===== config.mk =====
export PLATFORM = sky130hd
export DESIGN_NAME = ex_alu_bfwd
export DESIGN_NICKNAME = d
export VERILOG_FILES = /design/src/rtl/ex_alu_pkg.sv /design/src/rtl/ex_alu_bfwd_branch_fwd.sv /design/src/rtl/ex_alu_bfwd.sv
export SDC_FILE = /design/constraint.sdc
export NUM_CORES = 1
export LEC_CHECK = 0
export BUFFER_PORTS_ARGS = -buffer_cell sky130_fd_sc_hd__clkbuf_2
export CAP_MARGIN = 5
export CORE_MARGIN = 4
export CORE_UTILIZATION = 55
export DETAILED_ROUTE_END_ITERATION = 10
export PLACE_DENSITY_LB_ADDON = 0.15
export SLEW_MARGIN = 15
export SYNTH_ARGS = -nofsm -noshare
export SYNTH_HDL_FRONTEND = slang
export SYNTH_SLANG_ARGS = --single-unit

===== constraint.sdc =====
create_clock -name clock -period 4.8 [get_ports clock]
set_input_delay 0.24 -clock clock [delete_from_list [all_inputs] [get_ports clock]]
set_output_delay 0.24 -clock clock [all_outputs]
set_load 0.02 [all_outputs]

===== src/rtl/ex_alu_pkg.sv =====
// Shared constants for the execute-stage ALU cluster and branch forwarding.
// Optional feature macro used by the cluster: ALU_SHIFT_EN (SLL/SRL decode).
package ex_alu_pkg;

  localparam logic [5:0] OP_RTYPE = 6'b000000;
  localparam logic [5:0] OP_J     = 6'b000010;
  localparam logic [5:0] OP_JAL   = 6'b000011;
  localparam logic [5:0] OP_BEQ   = 6'b000100;
  localparam logic [5:0] OP_ADDI  = 6'b001000;
  localparam logic [5:0] OP_LW    = 6'b100011;
  localparam logic [5:0] OP_SW    = 6'b101011;

  localparam logic [5:0] FN_SLL = 6'h00;
  localparam logic [5:0] FN_SRL = 6'h02;
  localparam logic [5:0] FN_JR  = 6'h08;
  localparam logic [5:0] FN_ADD = 6'h20;
  localparam logic [5:0] FN_SUB = 6'h22;
  localparam logic [5:0] FN_AND = 6'h24;
  localparam logic [5:0] FN_OR  = 6'h25;
  localparam logic [5:0] FN_XOR = 6'h26;
  localparam logic [5:0] FN_NOR = 6'h27;
  localparam logic [5:0] FN_SLT = 6'h2A;

  typedef enum logic [2:0] {
    ALU_AND = 3'b000,
    ALU_OR  = 3'b001,
    ALU_ADD = 3'b010,
    ALU_SLL = 3'b011,
    ALU_XOR = 3'b100,
    ALU_NOR = 3'b101,
    ALU_SUB = 3'b110,
    ALU_SLT = 3'b111
  } alu_ctrl_e;

  localparam logic [1:0] FWD_RF    = 2'b00;
  localparam logic [1:0] FWD_EXMEM = 2'b01;
  localparam logic [1:0] FWD_MEMWB = 2'b10;

endpackage


===== src/rtl/ex_alu_bfwd_branch_fwd.sv =====
// Branch-comparand forward select for one BEQ source register in ID.
// The nearer producer (EX/MEM) wins over MEM/WB; $zero is never forwarded.
module ex_alu_bfwd_branch_fwd
  import ex_alu_pkg::*;
#(
  parameter int REG_AW = 5
) (
  input  logic              is_beq,
  input  logic [REG_AW-1:0] src,
  input  logic [REG_AW-1:0] exmem_rd,
  input  logic              exmem_wr,
  input  logic [REG_AW-1:0] memwb_rd,
  input  logic              memwb_wr,
  output logic [1:0]        sel
);

  // Priority select: EX/MEM first, then MEM/WB, else register file.
  always_comb begin
    sel = FWD_RF;
    if (is_beq && (src != '0)) begin
      if (exmem_wr && (exmem_rd == src))
        sel = FWD_EXMEM;
      else if (memwb_wr && (memwb_rd == src))
        sel = FWD_MEMWB;
    end
  end

endmodule


===== src/rtl/ex_alu_bfwd.sv =====
// Execute-stage ALU cluster: opcode/funct decode, 32-bit ALU, EX/MEM result
// register, and BEQ comparand forward selects for the ID stage.
// Optional macro ALU_SHIFT_EN adds SLL (funct 0x00) and SRL (funct 0x02).
module ex_alu_bfwd
  import ex_alu_pkg::*;
#(
  parameter int DATA_W = 32,
  parameter int REG_AW = 5
) (
  input  logic              clock,
  input  logic              rst_n,
  input  logic              hold,
  input  logic [5:0]        ex_op,
  input  logic [5:0]        ex_funct,
  input  logic [4:0]        ex_shamt,
  input  logic [DATA_W-1:0] op_a,
  input  logic [DATA_W-1:0] op_b,
  output logic [2:0]        alu_ctrl,
  output logic [DATA_W-1:0] alu_result,
  output logic              alu_zero,
  output logic [DATA_W-1:0] result_q,
  output logic              zero_q,
  input  logic [5:0]        id_op,
  input  logic [REG_AW-1:0] id_rs,
  input  logic [REG_AW-1:0] id_rt,
  input  logic [REG_AW-1:0] exmem_rd,
  input  logic              exmem_wr,
  input  logic [REG_AW-1:0] memwb_rd,
  input  logic              memwb_wr,
  output logic [1:0]        bfwd_a,
  output logic [1:0]        bfwd_b
);

  alu_ctrl_e                 ctrl;
  logic                      is_srl;
  logic signed [DATA_W-1:0]  a_s;
  logic signed [DATA_W-1:0]  b_s;

  assign a_s = $signed(op_a);
  assign b_s = $signed(op_b);

`ifndef ALU_SHIFT_EN
  // Shift amount only matters when the shifter is built in.
  logic unused_shamt;
  assign unused_shamt = ^ex_shamt;
`endif

  // Decode opcode/funct into the 3-bit ALU control (SRL reuses ADD's code).
  always_comb begin
    ctrl   = ALU_ADD;
    is_srl = 1'b0;
    if (ex_op == OP_BEQ) begin
      ctrl = ALU_SUB;
    end else if (ex_op == OP_RTYPE) begin
      case (ex_funct)
        FN_ADD: ctrl = ALU_ADD;
        FN_SUB: ctrl = ALU_SUB;
        FN_AND: ctrl = ALU_AND;
        FN_OR:  ctrl = ALU_OR;
        FN_XOR: ctrl = ALU_XOR;
        FN_NOR: ctrl = ALU_NOR;
        FN_SLT: ctrl = ALU_SLT;
`ifdef ALU_SHIFT_EN
        FN_SLL: ctrl = ALU_SLL;
        FN_SRL: begin
          ctrl   = ALU_ADD;
          is_srl = 1'b1;
        end
`endif
        default: ctrl = ALU_ADD;
      endcase
    end
  end

  assign alu_ctrl = ctrl;

  // ALU datapath; add/sub wrap, SLT compares as signed.
  always_comb begin
    alu_result = op_a + op_b;
    case (ctrl)
      ALU_AND: alu_result = op_a & op_b;
      ALU_OR:  alu_result = op_a | op_b;
      ALU_XOR: alu_result = op_a ^ op_b;
      ALU_NOR: alu_result = ~(op_a | op_b);
      ALU_SUB: alu_result = op_a - op_b;
      ALU_SLT: alu_result = {{(DATA_W-1){1'b0}}, (a_s < b_s)};
`ifdef ALU_SHIFT_EN
      ALU_SLL: alu_result = op_b << ex_shamt;
      ALU_ADD: alu_result = is_srl ? (op_b >> ex_shamt) : (op_a + op_b);
`else
      ALU_ADD: alu_result = op_a + op_b;
`endif
      default: alu_result = op_a + op_b;
    endcase
  end

  assign alu_zero = (alu_result == '0);

  // EX/MEM boundary: capture result and zero flag unless stalled.
  always_ff @(posedge clock or negedge rst_n) begin
    if (!rst_n) begin
      result_q <= '0;
      zero_q   <= 1'b0;
    end else if (!hold) begin
      result_q <= alu_result;
      zero_q   <= alu_zero;
    end
  end

  logic id_is_beq;
  assign id_is_beq = (id_op == OP_BEQ);

  ex_alu_bfwd_branch_fwd #(.REG_AW(REG_AW)) u_fwd_a (
    .is_beq   (id_is_beq),
    .src      (id_rs),
    .exmem_rd (exmem_rd),
    .exmem_wr (exmem_wr),
    .memwb_rd (memwb_rd),
    .memwb_wr (memwb_wr),
    .sel      (bfwd_a)
  );

  ex_alu_bfwd_branch_fwd #(.REG_AW(REG_AW)) u_fwd_b (
    .is_beq   (id_is_beq),
    .src      (id_rt),
    .exmem_rd (exmem_rd),
    .exmem_wr (exmem_wr),
    .memwb_rd (memwb_rd),
    .memwb_wr (memwb_wr),
    .sel      (bfwd_b)
  );

endmodule


======== After elaboration in Yosys (flattened, before gate mapping) ========
Cells that the tools add are included.
storage, ports and cells
  logic and storage cells ................. 47
  output and inout bits ................... 73
  flip-flop bits (word level) ............. 33
cells by class
  add/sub/neg operators ................... 2
  reductions and logical operators ........ 11
  bitwise gates (word level) .............. 4
  $lt $le $gt $ge ......................... 1
  equal/unequal tests ..................... 17
  mux-type cells .......................... 10
operators with widths
  cell                                                              count
  32-bit case mux with 6 select lines                               1
  6-bit == test (second input constant)                             6
  32-bit adder                                                      1
  32-bit bitwise AND                                                1
  32-bit logical NOT                                                1
  32-bit < comparator                                               1
  32-bit inverter                                                   1
  32-bit bitwise OR                                                 1
  32-bit subtractor                                                 1
  32-bit XOR                                                        1
  5-bit == test                                                     4
  3-bit case mux with 6 select lines                                1
  3-bit == test (second input constant)                             4
  6-bit by 3-bit == test with 1-bit output (second input constant)  2
  2-bit two-way mux                                                 6
  5-bit nonzero test                                                2
  1-bit logical AND                                                 6
  6-bit logical NOT                                                 1
  3-bit two-way mux                                                 2
  3-bit by 1-bit == test with 1-bit output (second input constant)  1
  3-bit logical NOT                                                 1

======== Depth between registers and ports, before layout ========
  word-level depth ........................ 7
  depth in mapped cells ................... 15
  gate-level depth less buffers ........... 15

======== Cells and area by module ========
From an unflattened synthesis, not the netlist that was laid out.
second synthesis, totals
  cell total of the unflattened synthesis .. 1106
  area total of the unflattened synthesis .. 8162.8 um^2
modules (own cells, without submodules)
  module                  times used  cells each  area an instance (um^2)  seq. area each (um^2)
  ex_alu_bfwd             1           1070        7870.0                   825.8
  ex_alu_bfwd_branch_fwd  2           18          146.4                    0.0

======== Worst setup path before layout ========
No wires, ideal clock.
  kind .................................... input-to-output
  from .................................... input port op_a[0]
  to ...................................... output port alu_zero
  path buffers ............................ 0
  slack ................................... 0.802 ns
  arrival ................................. 3.758 ns
  stages on the path ...................... 13
  required time ........................... 4.560 ns
  path through ............................ ha_1 > fa_1 > a21o_1 > a221oi_2 > o221ai_1 > nand3_1 > o21ai_0 > a221o_1 > a22o_1 > or4b_1 > nor4_1 > nand4_1 > nor3_1
on the way
  elaborated cells between the ends (all ways) .. 9
RTL lines
  element                                            line                                                     RTL
  start, declared                                    ex_alu_bfwd.sv:16                                        input logic [DATA_W-1:0] op_a,
  32-bit adder or 32-bit subtractor (tied branches)  ex_alu_bfwd.sv:91, ex_alu_bfwd.sv:93, ex_alu_bfwd.sv:85
  32-bit case mux with 6 select lines *              ex_alu_bfwd.sv:80                                        case (ctrl)
  named net alu_result[22]                           ex_alu_bfwd.sv:19                                        output logic [DATA_W-1:0] alu_result,
  32-bit logical NOT *                               ex_alu_bfwd.sv:97                                        assign alu_zero = (alu_result == '0);
  end, declared                                      ex_alu_bfwd.sv:20                                        output logic alu_zero,
Mark *: on every way through the listed nets, which the timed path passes. The rest lies on a longest branch.

======== Worst setup path after layout ========
  from .................................... input port op_a[9]
  to ...................................... output port alu_zero
on the way
  longest elaborated chain between the ends .. 4
  elaborated cells between the ends (all ways) .. 9
RTL lines
  element                                                               line
  parallel branches: the longest is 2 deep, another holds 32-bit adder  n/a
  32-bit case mux with 6 select lines *                                 ex_alu_bfwd.sv:80
  32-bit logical NOT *                                                  ex_alu_bfwd.sv:97
Every way passes the cells marked *.

==> results.yml <==
synth:
  yosysTopAreaCell: "ha_1"
  ys_seq_area_share_pct: 10.6
  syn_inst: 1101
  syn_area_um2: 7760
  synth.area.top_cells: "ha_1 (15%), dfrtp_1 (11%), a21oi_1 (6.6%)"
  syn-num-nets: 1311
  post-synth-top-count-cell: "inv_1"
  synth_edf_count: 0
  syn_avg_cell_area_um2: 7.05
  synth_common_cells: "inv_1 (103), a21oi_1 (102), ha_1 (96)"
  synth_top_area_share_pct: 15.5
  postSynth.asyncResetShare_pct: 100
  yosys_register_bits: 33
  synth_ff_type: "dfrtp_1"
  synth_cell_type_count: 81
  yosysWarnings: 0
timing:
  setup_tns_ns: 0
  fin_crit_ns: 4.51
  finalHoldWorstSlack_ns: 0.0489
  final-hold-violation-count: 0
  worst_pin_slew_ns: 0.853
  slew_viol_final: 0
  rsz0062_at_grt: "false"
  finalClockSkew_ns: 0
  slew_headroom_pct: 43.2
  fmax_ghz: 0.222
  period_share_pct: 93.9
  setup_viol: 0
floorplanning:
  coreArea_um2: 13800
  die-area_um2: 16100
  start_util_pct: 56.1
  num_rows: 43
  die_h_um: 127
  die_w_um: 127
  io-pin-count: 185
setup_path:
  critical_path_required_ns: 4.56
  r2r_slack_ns: 4.02
  worstPathMaxFanout: 8
  crit_arrival_ns: 4.27
  r2r-start: "result_q[10]"
  crit_family: "compound AO/OA/AOI/OAI gates"
  cp-start-kind: "input port"
  crit_path_top_delay_cell: "a2111oi_0"
  cp_slowest_stage_delay_ns: 0.65
  cp_cell_sequence: "clkbuf_2, inv_1, ha_1, inv_1, a2111oi_0, a21oi_1, o21ai_1, a32oi_1, a221o_1, a32o_1, a211oi_1, and4_1, nand4_1, nor3_1, clkbuf_2"
  r2r-end: "result_q[10]"
  setup.worst_path.class: "input port to output pin"
  rr_worst_depth: 1
  path_buf_inv: 4
  end_kind: "output pin"
final_layout:
  fin_nets: 1475
  multiInputGateArea_um2: 6310
  drive_above_1_share_pct: 22.3
  area_growth_pct: 17.4
  regArea_um2: 826
  n_antenna_cell: 0
  finalNonFillerCells: 1446
  num-fill-cells: 1297
grt:
  gr-total-overflow: 0
  grt_first_pass_wirelength_mm: 45.7
  antenna_found_initial: 0
  grt_use_total_pct: 34.9
  grt_pass1_vias: 8553
  grt_max_degree: 38
placed_design:
  place.gp.congestion: 1.03
  placed_cells: 1438
  io_buffers: 179
  dp.final_hpwl_mm: 23.8
drt:
  drt_first_pass_iters: 7
  avgViaCountPerCell: 6.52
  wl_mm: 29.6
  post-route-drc-count: 0
  drt_iter0_markers: 1214
  wl_per_cell_um: 20.4
  final_antenna_net_count: 0
  vias: 9429
cts:
  cts_max_level: 2
  cts_buffer_depth: 2
  hold_buffers: 0
  clk_pin_slew_ns: 0.05
  clock_latency_ns: 0.27
  cts_made_buffers: 5
  root_buffer: "clkbuf_16"
  cts_tree: "yes"
  clock_sinks: 33
min_path:
  min-delay-path-class: "input port to asynchronous set/reset pin"
power_and_ir_drop:
  totalPowerFinal_uw: 1920
  p_per_area_nw_per_um2: 211
  ir_worst_vdd_mv: 0.145
  leakage_uw: 0.00433
run_status:
  outcome: "complete, no violations"
job:
  cap_viol_max_count: 0
==> registers in the layout (all words and copies together) (netlist names) <==
signal and count:
result_q 32, zero_q 1
==> metal layers <==
layer  part of all wire, %  up-vias  track usage, %
met5                     0        -               0
met4                   4.9        0            13.1
met3                    11      106            4.51
met2                    44      615            56.2
met1                    40     4356            47.8
li1                      -     4352               -
==> cell type report <==
cell class,count,area share [%]
clock inverters,1,0.0549
well taps,180,2.47
multi-input cells,901,69.2
flip-flops and latches,33,9.06
clock buffers,7,1.67
inverters,103,4.24
repair buffers,221,13.3
==> logic make-up after synthesis <==
| group | count (synthesis) | synth area share (%) |
|---|---|---|
| and+or+nand+nor | 341 | 22.3 |
| muxes | 38 | 5.39 |
| DFF | 33 | 10.6 |
| buffers and inverters | 167 | 8.42 |
| AOI/OAI and AO/OA | 372 | 31.3 |
| xor gates and xnor gates | 52 | 5.87 |
| adders and majority gates | 98 | 16.0 |
==> placed cells by master (no fill, tap or decap), types with 9 or more instances in the layout <==
master and n:
dfrtp_1 33, o22ai_1 12, o21ai_0 86, o221ai_1 13, a211oi_1 13, nor2b_1 13
a31oi_1 14, ha_1 96, xnor2_1 33, or3_1 16, nor4_1 13, xor2_1 19
mux2_2 30, nand3_1 41, and3_1 9, a21o_1 14, a21oi_1 102, clkbuf_2 179
nand2b_1 14, nor3_1 31, inv_1 103, o211ai_1 14, buf_4 42, nand2_1 80
nor2_1 73
==> metrics by stage <==
| stage | util [%] | setup slack (ns) | cell area [µm²] |
|---|---|---|---|
| after floorplan | - | 0.802 | 7760 |
| after global placement | 64.7 | 0.289 | 8940 |
| after detailed placement | 64.7 | 0.169 | 8940 |
| after CTS | 65.8 | 0.142 | 9100 |
| after global routing | 65.9 | 0.0697 | 9110 |
| final | 65.9 | 0.294 | 9110 |
==> worst max-delay path by stage <==
stage / slack (ns) / startpoint / end / depth (start not counted)
after floorplan: 0.80 / op_a[0] / alu_zero / 13
after global placement: 0.29 / op_a[0] / alu_zero / 15
after detailed placement: 0.17 / op_a[0] / alu_zero / 15
after CTS: 0.14 / op_a[0] / alu_zero / 15
after global routing: 0.07 / op_a[9] / alu_zero / 15
final: 0.29 / op_a[9] / alu_zero / 15
==> where the power goes <==
group | leakage, µW | internal [µW] | switching (µW) | total (µW)
logic | 0.00387 | 444 | 772 | 1220
registers | 0.000384 | 339 | 31.0 | 370
clock network | 0.0000799 | 219 | 117 | 336
total | 0.00433 | 1000 | 920 | 1920
==> what timing repair did <==
action,4_1_cts,5_1_grt
gates resized for setup,0,3
endpoints found under the setup margin,0,1
buffers inserted,0,0
No activity file was read; power rests on OpenSTA's default activity.
